## src/rtl/pixel_pkg.sv

```systemverilog
// Pixel types shared by ntsc_capture / pixel_lpf / projective_transform,
// plus the [1 2 1]/4 horizontal kernel applied per 6-bit channel.
package pixel_pkg;
    localparam int CHAN_W   = 6;
    localparam int NUM_CHAN = 3;
    localparam int PIX_W    = CHAN_W * NUM_CHAN;
    localparam int LINE_W   = 640;
    localparam int LINE_H   = 480;

    typedef logic [CHAN_W-1:0] chan_t;
    typedef logic [PIX_W-1:0]  pixel_t;

    typedef enum logic [1:0] {WIN_EMPTY, WIN_ONE, WIN_RUN} win_state_e;

    // Max sum is 63+126+63+2 = 254, so 8 bits never wrap and no clamp is needed.
    function automatic chan_t lpf_tap(input chan_t l, input chan_t c, input chan_t r);
        logic [7:0] sum;
        sum = {2'b00, l} + {1'b0, c, 1'b0} + {2'b00, r} + 8'd2;
        return sum[7:2];
    endfunction

    function automatic pixel_t lpf_pix(input pixel_t l, input pixel_t c, input pixel_t r);
        pixel_t o;
        for (int i = 0; i < NUM_CHAN; i++)
            o[i*CHAN_W +: CHAN_W] = lpf_tap(l[i*CHAN_W +: CHAN_W], c[i*CHAN_W +: CHAN_W],
                                            r[i*CHAN_W +: CHAN_W]);
        return o;
    endfunction
endpackage

```

## src/rtl/pixel_fifo.sv

```systemverilog
// Synchronous FIFO with registered read data; a write while full is accepted
// only if a read frees a slot in the same cycle.
module pixel_fifo #(
    parameter int DEPTH = 16,
    parameter int W     = 18
) (
    input  logic                   clk,
    input  logic                   reset_n,
    input  logic                   flush,
    input  logic                   wr_en,
    input  logic [W-1:0]           wr_data,
    input  logic                   rd_en,
    output logic [W-1:0]           rd_data,
    output logic                   full,
    output logic                   empty,
    output logic [$clog2(DEPTH):0] level
);
    localparam int AW = $clog2(DEPTH);

    logic [W-1:0] mem_q [DEPTH];
    logic [AW:0]  wptr_q, rptr_q;
    logic [W-1:0] rd_data_q;
    logic         do_wr, do_rd;

    assign level   = wptr_q - rptr_q;
    assign empty   = (level == '0);
    assign full    = level[AW];
    assign do_rd   = rd_en & ~empty;
    assign do_wr   = wr_en & (~full | do_rd);
    assign rd_data = rd_data_q;

    always_ff @(posedge clk or negedge reset_n) begin
        if (!reset_n) begin
            wptr_q    <= '0;
            rptr_q    <= '0;
            rd_data_q <= '0;
        end else if (flush) begin
            wptr_q <= '0;
            rptr_q <= '0;
        end else begin
            if (do_wr) wptr_q <= wptr_q + (AW+1)'(1);
            if (do_rd) begin
                rptr_q    <= rptr_q + (AW+1)'(1);
                rd_data_q <= mem_q[rptr_q[AW-1:0]];
            end
        end
    end

    always_ff @(posedge clk) begin
        if (do_wr) mem_q[wptr_q[AW-1:0]] <= wr_data;
    end
endmodule

```

## src/rtl/pixel_lpf.sv

```systemverilog
// Horizontal [1 2 1]/4 line filter feeding a request-driven pixel FIFO.
// Define PIXEL_LPF_DROP_CNT_EN to build the saturating overflow drop counter.
module pixel_lpf #(
    parameter int LINE_W     = pixel_pkg::LINE_W,
    parameter int FIFO_DEPTH = 16
) (
    input  logic                        clk,
    input  logic                        reset_n,
    input  logic                        frame_flag,
    input  logic [pixel_pkg::PIX_W-1:0] in_pixel,
    input  logic                        in_valid,
    input  logic                        request_pixel,
    output logic [pixel_pkg::PIX_W-1:0] pixel,
    output logic                        pixel_flag,
    output logic [$clog2(FIFO_DEPTH):0] fifo_level,
    output logic [15:0]                 drop_count
);
    import pixel_pkg::*;

    localparam int CW = $clog2(LINE_W);

    win_state_e    state_q;
    logic [CW-1:0] col_q;
    pixel_t        l_q, c_q, tail_l_q, tail_c_q, wr_data_q, win_res, rd_data;
    logic          tail_q, wr_en_q, pending_q, pending_d, flag_q;
    logic          last_col, rd_en, fifo_full, fifo_empty, drop;

    assign last_col = (col_q == CW'(LINE_W-1));
    assign win_res  = (state_q == WIN_ONE) ? lpf_pix(c_q, c_q, in_pixel)
                                           : lpf_pix(l_q, c_q, in_pixel);

    // Window: each accepted pixel emits the previous column; the line's last
    // column is emitted one cycle later from a private copy so column 0 of the
    // next line can load immediately.
    always_ff @(posedge clk or negedge reset_n) begin
        if (!reset_n) begin
            state_q   <= WIN_EMPTY;
            col_q     <= '0;
            l_q       <= '0;
            c_q       <= '0;
            tail_l_q  <= '0;
            tail_c_q  <= '0;
            tail_q    <= 1'b0;
            wr_en_q   <= 1'b0;
            wr_data_q <= '0;
        end else begin
            wr_en_q <= 1'b0;
            tail_q  <= 1'b0;
            if (frame_flag) begin
                state_q <= in_valid ? WIN_ONE : WIN_EMPTY;
                col_q   <= in_valid ? CW'(1) : '0;
                if (in_valid) c_q <= in_pixel;
            end else begin
                if (tail_q) begin
                    wr_en_q   <= 1'b1;
                    wr_data_q <= lpf_pix(tail_l_q, tail_c_q, tail_c_q);
                end
                if (in_valid) begin
                    col_q <= last_col ? '0 : col_q + CW'(1);
                    l_q   <= c_q;
                    c_q   <= in_pixel;
                    case (state_q)
                        WIN_EMPTY: state_q <= WIN_ONE;
                        default: begin
                            wr_en_q   <= 1'b1;
                            wr_data_q <= win_res;
                            state_q   <= last_col ? WIN_EMPTY : WIN_RUN;
                            if (last_col) begin
                                tail_q   <= 1'b1;
                                tail_l_q <= c_q;
                                tail_c_q <= in_pixel;
                            end
                        end
                    endcase
                end
            end
        end
    end

    pixel_fifo #(.DEPTH(FIFO_DEPTH), .W(PIX_W)) u_fifo (
        .clk     (clk),
        .reset_n (reset_n),
        .flush   (frame_flag),
        .wr_en   (wr_en_q),
        .wr_data (wr_data_q),
        .rd_en   (rd_en),
        .rd_data (rd_data),
        .full    (fifo_full),
        .empty   (fifo_empty),
        .level   (fifo_level)
    );

    // A request against an empty FIFO collapses into one pending bit.
    assign rd_en     = ~frame_flag & (request_pixel | pending_q) & ~fifo_empty;
    assign pending_d = (frame_flag | rd_en) ? 1'b0
                     : (request_pixel & fifo_empty) ? 1'b1 : pending_q;
    assign drop      = wr_en_q & fifo_full & ~rd_en & ~frame_flag;

    always_ff @(posedge clk or negedge reset_n) begin
        if (!reset_n) begin
            pending_q <= 1'b0;
            flag_q    <= 1'b0;
        end else begin
            pending_q <= pending_d;
            flag_q    <= rd_en;
        end
    end

    assign pixel      = rd_data;
    assign pixel_flag = flag_q;

`ifdef PIXEL_LPF_DROP_CNT_EN
    logic [15:0] drop_q, drop_d;
    always_comb begin
        drop_d = drop_q;
        if (frame_flag)                     drop_d = '0;
        else if (drop && drop_q != 16'hFFFF) drop_d = drop_q + 16'd1;
    end
    always_ff @(posedge clk or negedge reset_n) begin
        if (!reset_n) drop_q <= '0;
        else          drop_q <= drop_d;
    end
    assign drop_count = drop_q;
`else
    logic unused_drop;
    assign unused_drop = drop;
    assign drop_count  = '0;
`endif
endmodule

```

## config.mk

```make
export PLATFORM = sky130hd
export DESIGN_NAME = pixel_lpf
export DESIGN_NICKNAME = d
export VERILOG_FILES = /design/src/rtl/pixel_pkg.sv /design/src/rtl/pixel_fifo.sv /design/src/rtl/pixel_lpf.sv
export SDC_FILE = /design/constraint.sdc
export NUM_CORES = 1
export LEC_CHECK = 0
export CAP_MARGIN = 40
export CORE_MARGIN = 2
export CORE_UTILIZATION = 50
export CTS_BUF_LIST = sky130_fd_sc_hd__clkbuf_8
export DETAILED_ROUTE_END_ITERATION = 7
export PLACE_DENSITY = 0.72
export SLEW_MARGIN = 10
export SYNTH_ARGS = -nofsm -noshare
export SYNTH_HDL_FRONTEND = slang
export SYNTH_HIERARCHICAL = 1
export SYNTH_SLANG_ARGS = --single-unit
```

## constraint.sdc

```tcl
create_clock -name clk -period 4.45 [get_ports clk]
set_input_delay 1.335 -clock clk [delete_from_list [all_inputs] [get_ports clk]]
set_output_delay 1.335 -clock clk [all_outputs]
set_load 0.1 [all_outputs]
```

# Word-level counts from Yosys, hierarchy flattened
# Memories as Yosys holds them, arrays and structs flattened. A register that Yosys moved wholly into a read port is not among the register bits.
# Cells that the tools add are included.
# op_classes
add_sub_neg	31
eq_ne	2
mux	29
n_bitwise	12
n_reduce_logical	10
# ops
op	count
6-bit by 7-bit adder with 8-bit output	9
8-bit by 2-bit adder with 8-bit output, second input constant	9
8-bit by 6-bit adder with 8-bit output	9
18-bit two-way mux	4
10-bit two-way mux	3
5-bit two-way mux	4
1-bit two-way mux	14
10-bit by 1-bit adder with 10-bit output, second input constant	1
5-bit by 1-bit adder with 5-bit output, second input constant	2
10-bit == test, second input constant	1
2-bit two-way mux	4
2-bit nonzero test	4
1-bit AND	5
5-bit logical NOT	1
5-bit subtractor	1
1-bit NOT	4
2-bit AND reduction	2
4-bit AND reduction	1
1-bit OR	3
2-bit by 1-bit == test with 1-bit output, second input constant	1
2-bit logical NOT	1
1-bit logical NOT	1
# word_totals
regBits	116
ram_bits	288
input_bits	23
out_inout_bits	40
elab_cells	98
memories	1
# memory_table
name	words	word_bits	read_ports	rd_ports_with_merged_regs	write_ports	line	source
u_fifo.mem_q	16	18	1	1	1	pixel_fifo.sv:20	logic [W-1:0] mem_q [DEPTH];

# Logic depth before layout (Yosys ltp)
# Gate-level depths: netlist (run 1).
# depth
ltp_word	9
ltp_mapped	14
depth_no_buf	12

# Hierarchy
# Netlist (run 1), hierarchy kept.
# by_module_without_submodules
mod	n_inst	cells_per_inst	area_each_um2	seq_area_each_um2
pixel_fifo	1	584	12381.9	9349.0
pixel_lpf	1	763	7320.8	2652.5

# Worst setup path after synthesis (run 1)
# No wires, ideal clock.
# synth_path
path_kind	register to register
start	reg u_fifo.rptr_q[1]
end	mem u_fifo.mem_q[7][0], enable pin
setup_time_ns	0.439
t_arrival_ns	5.869
required_time_ns	4.011
setup_slack_ns	-1.858
stages_incl_launch_ff	12
path_buffers	3
period_less_slack_ns	6.308
path_cell_list	dfrtp_1 buf_2 buf_1 inv_1 fa_1 xor2_1 nor3_1 and2_2 nor2_1 o31ai_1 buf_2 nor4_1
# synth_between
elab_chain_len	9
elab_cells_between_ends	10
cone_classes	add/sub: 1; mux: 2; bitwise: 6; reduce/logical: 1
# synth_lines
element	line	source
start: declaration	pixel_fifo.sv:21	logic [AW:0] wptr_q, rptr_q;
start signal: assignment	pixel_fifo.sv:43	rptr_q <= rptr_q + (AW+1)'(1);
5-bit subtractor	pixel_fifo.sv:25	assign level = wptr_q - rptr_q;
via fifo_level[2]	pixel_lpf.sv:15	output logic [$clog2(FIFO_DEPTH):0] fifo_level,
5-bit logical NOT	pixel_fifo.sv:26	assign empty = (level == '0);
via fifo_empty	pixel_lpf.sv:26	logic last_col, rd_en, fifo_full, fifo_empty, drop;
1-bit NOT	pixel_lpf.sv:94	assign rd_en = ~frame_flag & (request_pixel | pending_q) & ~fifo_empty;
1-bit AND	pixel_lpf.sv:94	
via rd_en	pixel_lpf.sv:26	
1-bit AND	pixel_fifo.sv:28	assign do_rd = rd_en & ~empty;
1-bit OR	pixel_fifo.sv:29	assign do_wr = wr_en & (~full | do_rd);
1-bit AND	pixel_fifo.sv:29	
1-bit two-way mux	pixel_fifo.sv:50	if (do_wr) mem_q[wptr_q[AW-1:0]] <= wr_data;
1-bit two-way mux (implied by the code)	pixel_fifo.sv:50	
end: declaration	pixel_fifo.sv:20	
# The timed path passes the listed nets, and every way through them passes these cells.

# Worst setup path after layout (run 1)
# layout_path
start	reg u_fifo.wptr_q[0]
end	out fifo_level[4]
# layout_between
elab_chain_len	1
# layout_lines
element	line	source
start: declaration	pixel_fifo.sv:21	
start signal: assignment	pixel_fifo.sv:41	if (do_wr) wptr_q <= wptr_q + (AW+1)'(1);
5-bit subtractor	pixel_fifo.sv:25	
end: declaration	pixel_lpf.sv:15	
# Every way passes these cells.

==> results.cfg, run 1 <==
[global_route]
grt_usage_pct = 20.71
gr-total-overflow = 0
antenna_found_initial = 0
use_met3_pct = 3.660
grt_pass1_vias = 11822
top_usage_layer = met2
grt.met2_usage_pct = 35.20
grt_pass1_wl_microns = 65030
grt_max_degree = 72
grt_util_met1_pct = 27.22

[final_layout]
stdcell_area_sq_um = 22540
drive_gt1_share_pct = 18.75
final_cell_count_no_fill = 2043
fin_util_pct = 58.19
fillers = 3015
diodes = 0
nets = 1617
multi_input_area_sq_um = 7226
syn2layout_area_growth_pct = 14.42
register_area_sq_um = 12010

[timing]
relSlewSlack_pct = 46.84
fin_crit_sh_pct = 89.99
max_freq_mhz = 249.7
whs_ns = 0.4710
tightest_slew_ns = 0.7974
rsz0062_at_grt = false
drv_slew = 0
fin_tns_setup_ns = 0
period_minus_slack_ns = 4.005
clock_skew_ns = 0.03031
setup_viol = 0
finalHoldViolCount = 0

[routing]
wirelength_microns = 40860
ant_nets = 0
route.vias.total = 11443
drc = 0
first_pass_iters = 5
initialDrtViolationCount = 779
wl_per_cell_microns = 20.00
vias_per_cell = 5.601

[clocking]
clockBufferDepth = 3
cts_resized = 0
clockRootBuffer = clkbuf_8
cts_sinks = 422
cts_buffers = 72
post_cts_buffers = 0
clk_pin_slew_ns = 0.06
cts_tree = done
insertion_delay_ns = 0.63
ctsHoldBuffers = 0
h-tree-depth = 3

[floorplan]
io_pins = 63
die_y_microns = 202.5
fp.dieArea_sq_um = 41010
start_util_pct = 50.86
core_region_area_sq_um = 38740
rows = 72
die_w_microns = 202.5

[power]
p_per_area_nw_per_um2 = 481.5
pwr-share-seq_pct = 48.8
ir_drop_uv = 274.4
switching_power_uw = 3319
pwr-share-comb_pct = 19.9
p_leak_uw = 0.008889
swShare_pct = 30.58
p_clk_share_pct = 31.3
p_int_uw = 7535

[logic_synthesis]
async_flop_share_pct = 31.75
synth_edf_count = 288
synth_top_area_cell = edfxtp_1
syn-cell-area_sq_um = 19700
synthTopCellsByArea = edfxtp_1, dfrtp_1, mux4_2, ha_1, fa_1
synth_top_area_share_pct = 43.89
yosys-top-cells-count = edfxtp_1, nand2_1, dfrtp_1
synth_most_common_cell = edfxtp_1
ys_seq_area_share_pct = 60.91
synth_cell_types = 65
netlist_instances = 1347
synth_warnings = 6
ys.flop_type = edfxtp_1
avgSynthCellArea_sq_um = 14.63
ys_seq_elements = 422

[status]
outcome = finished, final reports clean

[placement]
placed_cell_area_sq_um = 21150
gp_congestion = 0.8088
dp_hpwl_microns = 26300
placed_cells = 1919
port_buffers = 46

[setup_path]
startpoint_type = flop
critPathArrivalTime_ns = 2.67
required_ns = 3.12
crit_fanout = 4
path_class = flop to primary output
end_kind = primary output

[run]
maxCapViolCount = 0

[min_path]
holdCritPathClass = flop to flop
[cells by family (layout without fill, tap and decap cells)]
logic type               count (synthesis)  after routing  share of synthesized area (%)
AO/OA/AOI/OAI                          207            207                          7.195
buffers and inverters                  125            288                          3.042
other                                    1             16                        0.01903
AND/OR/NAND/NOR                        317            317                          7.195
multiplexers                           115            115                          10.85
XOR/XNOR                                41             41                          1.823
flip-flops                             422            422                          60.91
adder cells (fa/ha/maj)                119            119                          8.967
[path summary, 6_finish.rpt]
kind / depth (start not counted) / slack, ns / start / endpoint
min in group asynchronous: 1 / 0.74 / reset_n / c_q[1]
worst max register to register: 14 / 0.75 / u_fifo/wptr_q[0] / u_fifo/wptr_q[4]
max in group asynchronous: 2 / 2.85 / reset_n / wr_data_q[9]
worst max-delay path: 8 / 0.45 / u_fifo/wptr_q[0] / fifo_level[4]
worst min-delay path: 2 / 0.47 / tail_l_q[7] / tail_l_q[7]
worst min register to register: 2 / 0.47 / tail_l_q[7] / tail_l_q[7]
[registers in the layout (all words and copies together) (netlist names), 2 cells and up]
signal and count:
u_fifo/mem_q 288, c_q 18, l_q 18, tail_c_q 18, tail_l_q 18, u_fifo/rd_data 18
wr_data_q 18, col_q 10, u_fifo/rptr_q 5, u_fifo/wptr_q 5, state_q 2
[metrics by stage]
stage | total power (uW) | setup slack (ns)
2_1_floorplan | 6643 | 0.02972
6_report | 10850 | 0.4453
3_5_place_dp | 7542 | 0.3020
4_1_cts | 10950 | 0.3921
3_3_place_gp | 7219 | 0.3667
5_1_grt | 11330 | 0.2960
[placed cells by master, fill, tap and decap left out, types with 5 or more instances in the layout]
cell type / n
a211oi_1: 17
a21o_1: 13
a21oi_1: 25
a22oi_1: 42
and2_1: 10
and3_1: 9
buf_4: 41
buf_8: 20
clkbuf_8: 79
clkdlybuf4s50_1: 40
clkinv_1: 12
conb_1: 16
dfrtp_1: 132
edfxtp_1: 288
fa_1: 37
ha_1: 82
inv_1: 81
mux2_2: 28
mux2_4: 10
mux2i_1: 5
mux4_2: 72
nand2_1: 185
nand2b_1: 9
nand3_1: 14
nor2_1: 52
nor2b_1: 6
nor3_1: 8
o21a_1: 6
o21ai_0: 41
o21ai_1: 6
o21bai_1: 13
o22ai_1: 12
xnor2_1: 18
xor2_1: 22
[cell type report]
| class | instances | share of cell area, % |
|---|---|---|
| flip-flops and latches | 422 | 53.26 |
| multi-input cells | 815 | 32.05 |
| clock buffers | 79 | 4.823 |
| repair buffers | 103 | 4.612 |
| well taps | 518 | 2.875 |
| clock inverters | 45 | 1.360 |
| inverters | 61 | 1.016 |
[power groups by stage]
stage	registers, uW	clock network, uW	logic [uW]
CTS	5300	3470	2180
detailed placement	5370	0	2170
global route	5360	3650	2320
floorplan	5680	0	966
finish	5300	3390	2160
global placement	5330	0	1890
[critical path: stages (launching register included)]
cell and delay (ns):
dfrtp_1 0.42, inv_1 0.17, ha_1 0.21, inv_1 0.06
fa_1 0.46, nand3_1 0.17, a21oi_2 0.11, nor2_1 0.14
buf_4 0.30
[metal layers]
layer  vias to the layer above  wire [microns]
li1                       5240               -
met1                      5795           16990
met2                       333           20610
met3                        75            2338
met4                         0             920
met5                         -               0
Note: power is estimated with default switching activity, not from simulation.
==> run 2: changes to the inputs <==
--- a/config.mk
+++ b/config.mk
@@ -5,12 +5,13 @@
 export SDC_FILE = /design/constraint.sdc
 export NUM_CORES = 1
 export LEC_CHECK = 0
+export ABC_AREA = 1
 export CAP_MARGIN = 40
 export CORE_MARGIN = 2
 export CORE_UTILIZATION = 50
 export CTS_BUF_LIST = sky130_fd_sc_hd__clkbuf_8
 export DETAILED_ROUTE_END_ITERATION = 7
-export PLACE_DENSITY = 0.72
+export PLACE_DENSITY = 0.71
 export SLEW_MARGIN = 10
 export SYNTH_ARGS = -nofsm -noshare
 export SYNTH_HDL_FRONTEND = slang
==> run 2 against run 1 <==
Cell count rose by 52%. Largest power group unchanged. Non-clock buffer count fell by 1. Largest cell class unchanged. Clock skew rose by 0.0025 ns. First-iteration DRC count rose by 67%. Die area rose by 9.8%.
==> results.cfg, run 2 <==
[status]
outcome = finished, final reports clean

[placement]
dp_hpwl_microns = 33740
gp_congestion = 0.8545
preCtsSetupSlack_ns = 0.5456
port_buffers = 46

[clocking]
cts_tree = done
insertion_delay_ns = 0.64
cts_sinks = 422
cts_resized = 0
clockRootBuffer = clkbuf_8
ctsHoldBuffers = 0
post_cts_buffers = 0
clk_pin_slew_ns = 0.05
clockBufferDepth = 3
h-tree-depth = 3
cts_buffers = 74

[global_route]
grt_pass1_wl_microns = 83260
grt_pass1_vias = 16156
antenna_found_initial = 0
grt_max_degree = 149
grt_usage_pct = 23.91
gr-total-overflow = 0

[logic_synthesis]
synth_top_area_share_pct = 39.92
synth_most_common_cell = nand2_1
avgSynthCellArea_sq_um = 9.156
async_flop_share_pct = 31.75
netlist_instances = 2366
synth_warnings = 6
synth_top_area_cell = edfxtp_1
ys_seq_elements = 422
syn-cell-area_sq_um = 21660
yosys-top-cells-count = nand2_1, inv_1, edfxtp_1
synthTopCellsByArea = edfxtp_1, dfrtp_1, nand2_1, inv_1, nand3_1
ys_seq_area_share_pct = 55.40
synth_edf_count = 288
ys.flop_type = edfxtp_1
synth_cell_types = 46

[setup_path]
critPathArrivalTime_ns = 2.44
end_kind = primary output
crit_fanout = 5
startpoint_type = flop
required_ns = 3.12
r2r_cells = 16
slowest_stage = dfrtp_1
crit_chain = inv_1 -> ha_1 -> inv_1 -> fa_1 -> nand3_1 -> nand2_1 -> nand2_1 -> nand2_1 -> buf_12
cpMostUsedCell = nand2_1
path_class = flop to primary output
cp_slowest_stage_delay_ns = 0.42

[timing]
drv_slew = 0
rsz0062_at_grt = false
fin_tns_setup_ns = 0
clock_skew_ns = 0.03278
setup_viol = 0
finalHoldViolCount = 0
tightest_slew_ns = 0.7908
setup_ws_ns = 0.6790
relSlewSlack_pct = 47.28
max_freq_mhz = 265.2
period_minus_slack_ns = 3.771
fin_crit_sh_pct = 84.74

[power]
pwr-share-seq_pct = 48.7
switching_power_uw = 3445
p_leak_uw = 0.01141
p_clk_share_pct = 30.8
ir_drop_uv = 266.1
swShare_pct = 32.68
p_int_uw = 7096
pwr-share-comb_pct = 20.6
p_per_area_nw_per_um2 = 430.3

[run]
maxCapViolCount = 0

[routing]
drt-met1-wl_microns = 21620
route.vias.total = 15977
first_pass_iters = 7
dr_wl_met3_microns = 2781
wl_per_cell_microns = 16.56
highest_layer = met4
vias_per_cell = 5.141
drc = 0
ant_nets = 0
initialDrtViolationCount = 1299
wl_met2_microns = 25440
wirelength_microns = 51460

[floorplan]
core_region_area_sq_um = 42890
rows = 76
die_w_microns = 212.2
start_util_pct = 50.51
fp.dieArea_sq_um = 45010
die_y_microns = 212.2
io_pins = 63

[final_layout]
nets = 2604
diodes = 0
fillers = 3680
final_common_cell = nand2_1
largest_reg_flops = 288
drive_gt1_share_pct = 8.759
syn2layout_area_growth_pct = 13.07
layout_common_cells = nand2_1, inv_1, edfxtp_1

[min_path]
holdCritPathClass = flop to flop
whs_path_depth = 2
run 2: cell types whose count changed in the layout (fill, tap and decap cells not counted), sizes merged, moves of 20 or more:
cell,previous run,this run
a22oi,42,0
nand4,2,25
nand2,185,819
mux2,38,0
mux4,72,0
nor2,52,105
inv,84,359
o21ai,49,111
a21oi,26,46
nand3,15,239
run 2: layout make-up:
class | count | area, sq um | share of cell area [%]
Clock buffer | 80 | 1101 | 4.495
Clock inverter | 57 | 255.2 | 1.042
Inverter | 337 | 1274 | 5.200
Multi-Input combinational cell | 1525 | 7940 | 32.42
Sequential cell | 422 | 12010 | 49.02
Tap cell | 585 | 732.0 | 2.988
Timing Repair Buffer | 102 | 1186 | 4.842
run 2: worst paths after layout:
check	endpoint	startpoint	slack, ns
max	fifo_level[4]	u_fifo/wptr_q[0]	0.68
min	u_fifo/rd_data[2]	u_fifo/rd_data[2]	0.48
max reg2reg	u_fifo/mem_q[1][6]	u_fifo/wptr_q[0]	0.93
min reg2reg	u_fifo/rd_data[2]	u_fifo/rd_data[2]	0.48
max in group asynchronous	u_fifo/rd_data[2]	reset_n	3.05
min in group asynchronous	l_q[3]	reset_n	0.72
run 2: kinds of logic (layout without fill, tap and decap cells):
kind of cell,Yosys count,count (layout),synth area share (%)
xor+xnor,11,11,0.4447
fa+ha+maj,119,119,8.155
other cells,1,16,0.01731
simple gates,1205,1205,23.35
flops,422,422,55.40
buf+inv,434,576,8.415
compound gates,174,174,4.222
run 2: worst max-delay path: cells and delay by family, from the launching register on:
family	cells	cell delay, ns
simple gates	4	0.44
buf+inv	3	0.39
fa+ha+maj	2	0.57
flops	1	0.42
run 2: power by group through the flow:
stage                     combinational, uW  sequential, uW  clock [uW]
after floorplan                         993            5460           0
after global placement                 1900            5180           0
after detailed placement               2160            5200           0
after CTS                              2170            5130        3320
after global routing                   2380            5180        3480
final                                  2170            5130        3240
run 2: metal layers:
metal | GRT usage [%] | vias to the layer above
met5 | 0 | -
met4 | 9.713 | 0
met3 | 3.722 | 107
met2 | 41.64 | 477
met1 | 29.84 | 7593
li1 | - | 7800
run 2: metrics by stage:
step                      cells  area (sq um)  utilization (%)  hold WS (ns)  total power (uW)
after floorplan            2381         21720                -        0.4570              6456
after global placement     2944         22710            52.95        0.4607              7087
after detailed placement   2970         23110            53.89        0.4669              7363
after CTS                  3107         24470            57.05        0.4873             10620
after global routing       3108         24490            57.12        0.5178             11040
final                      3108         24490            57.12        0.4822             10540
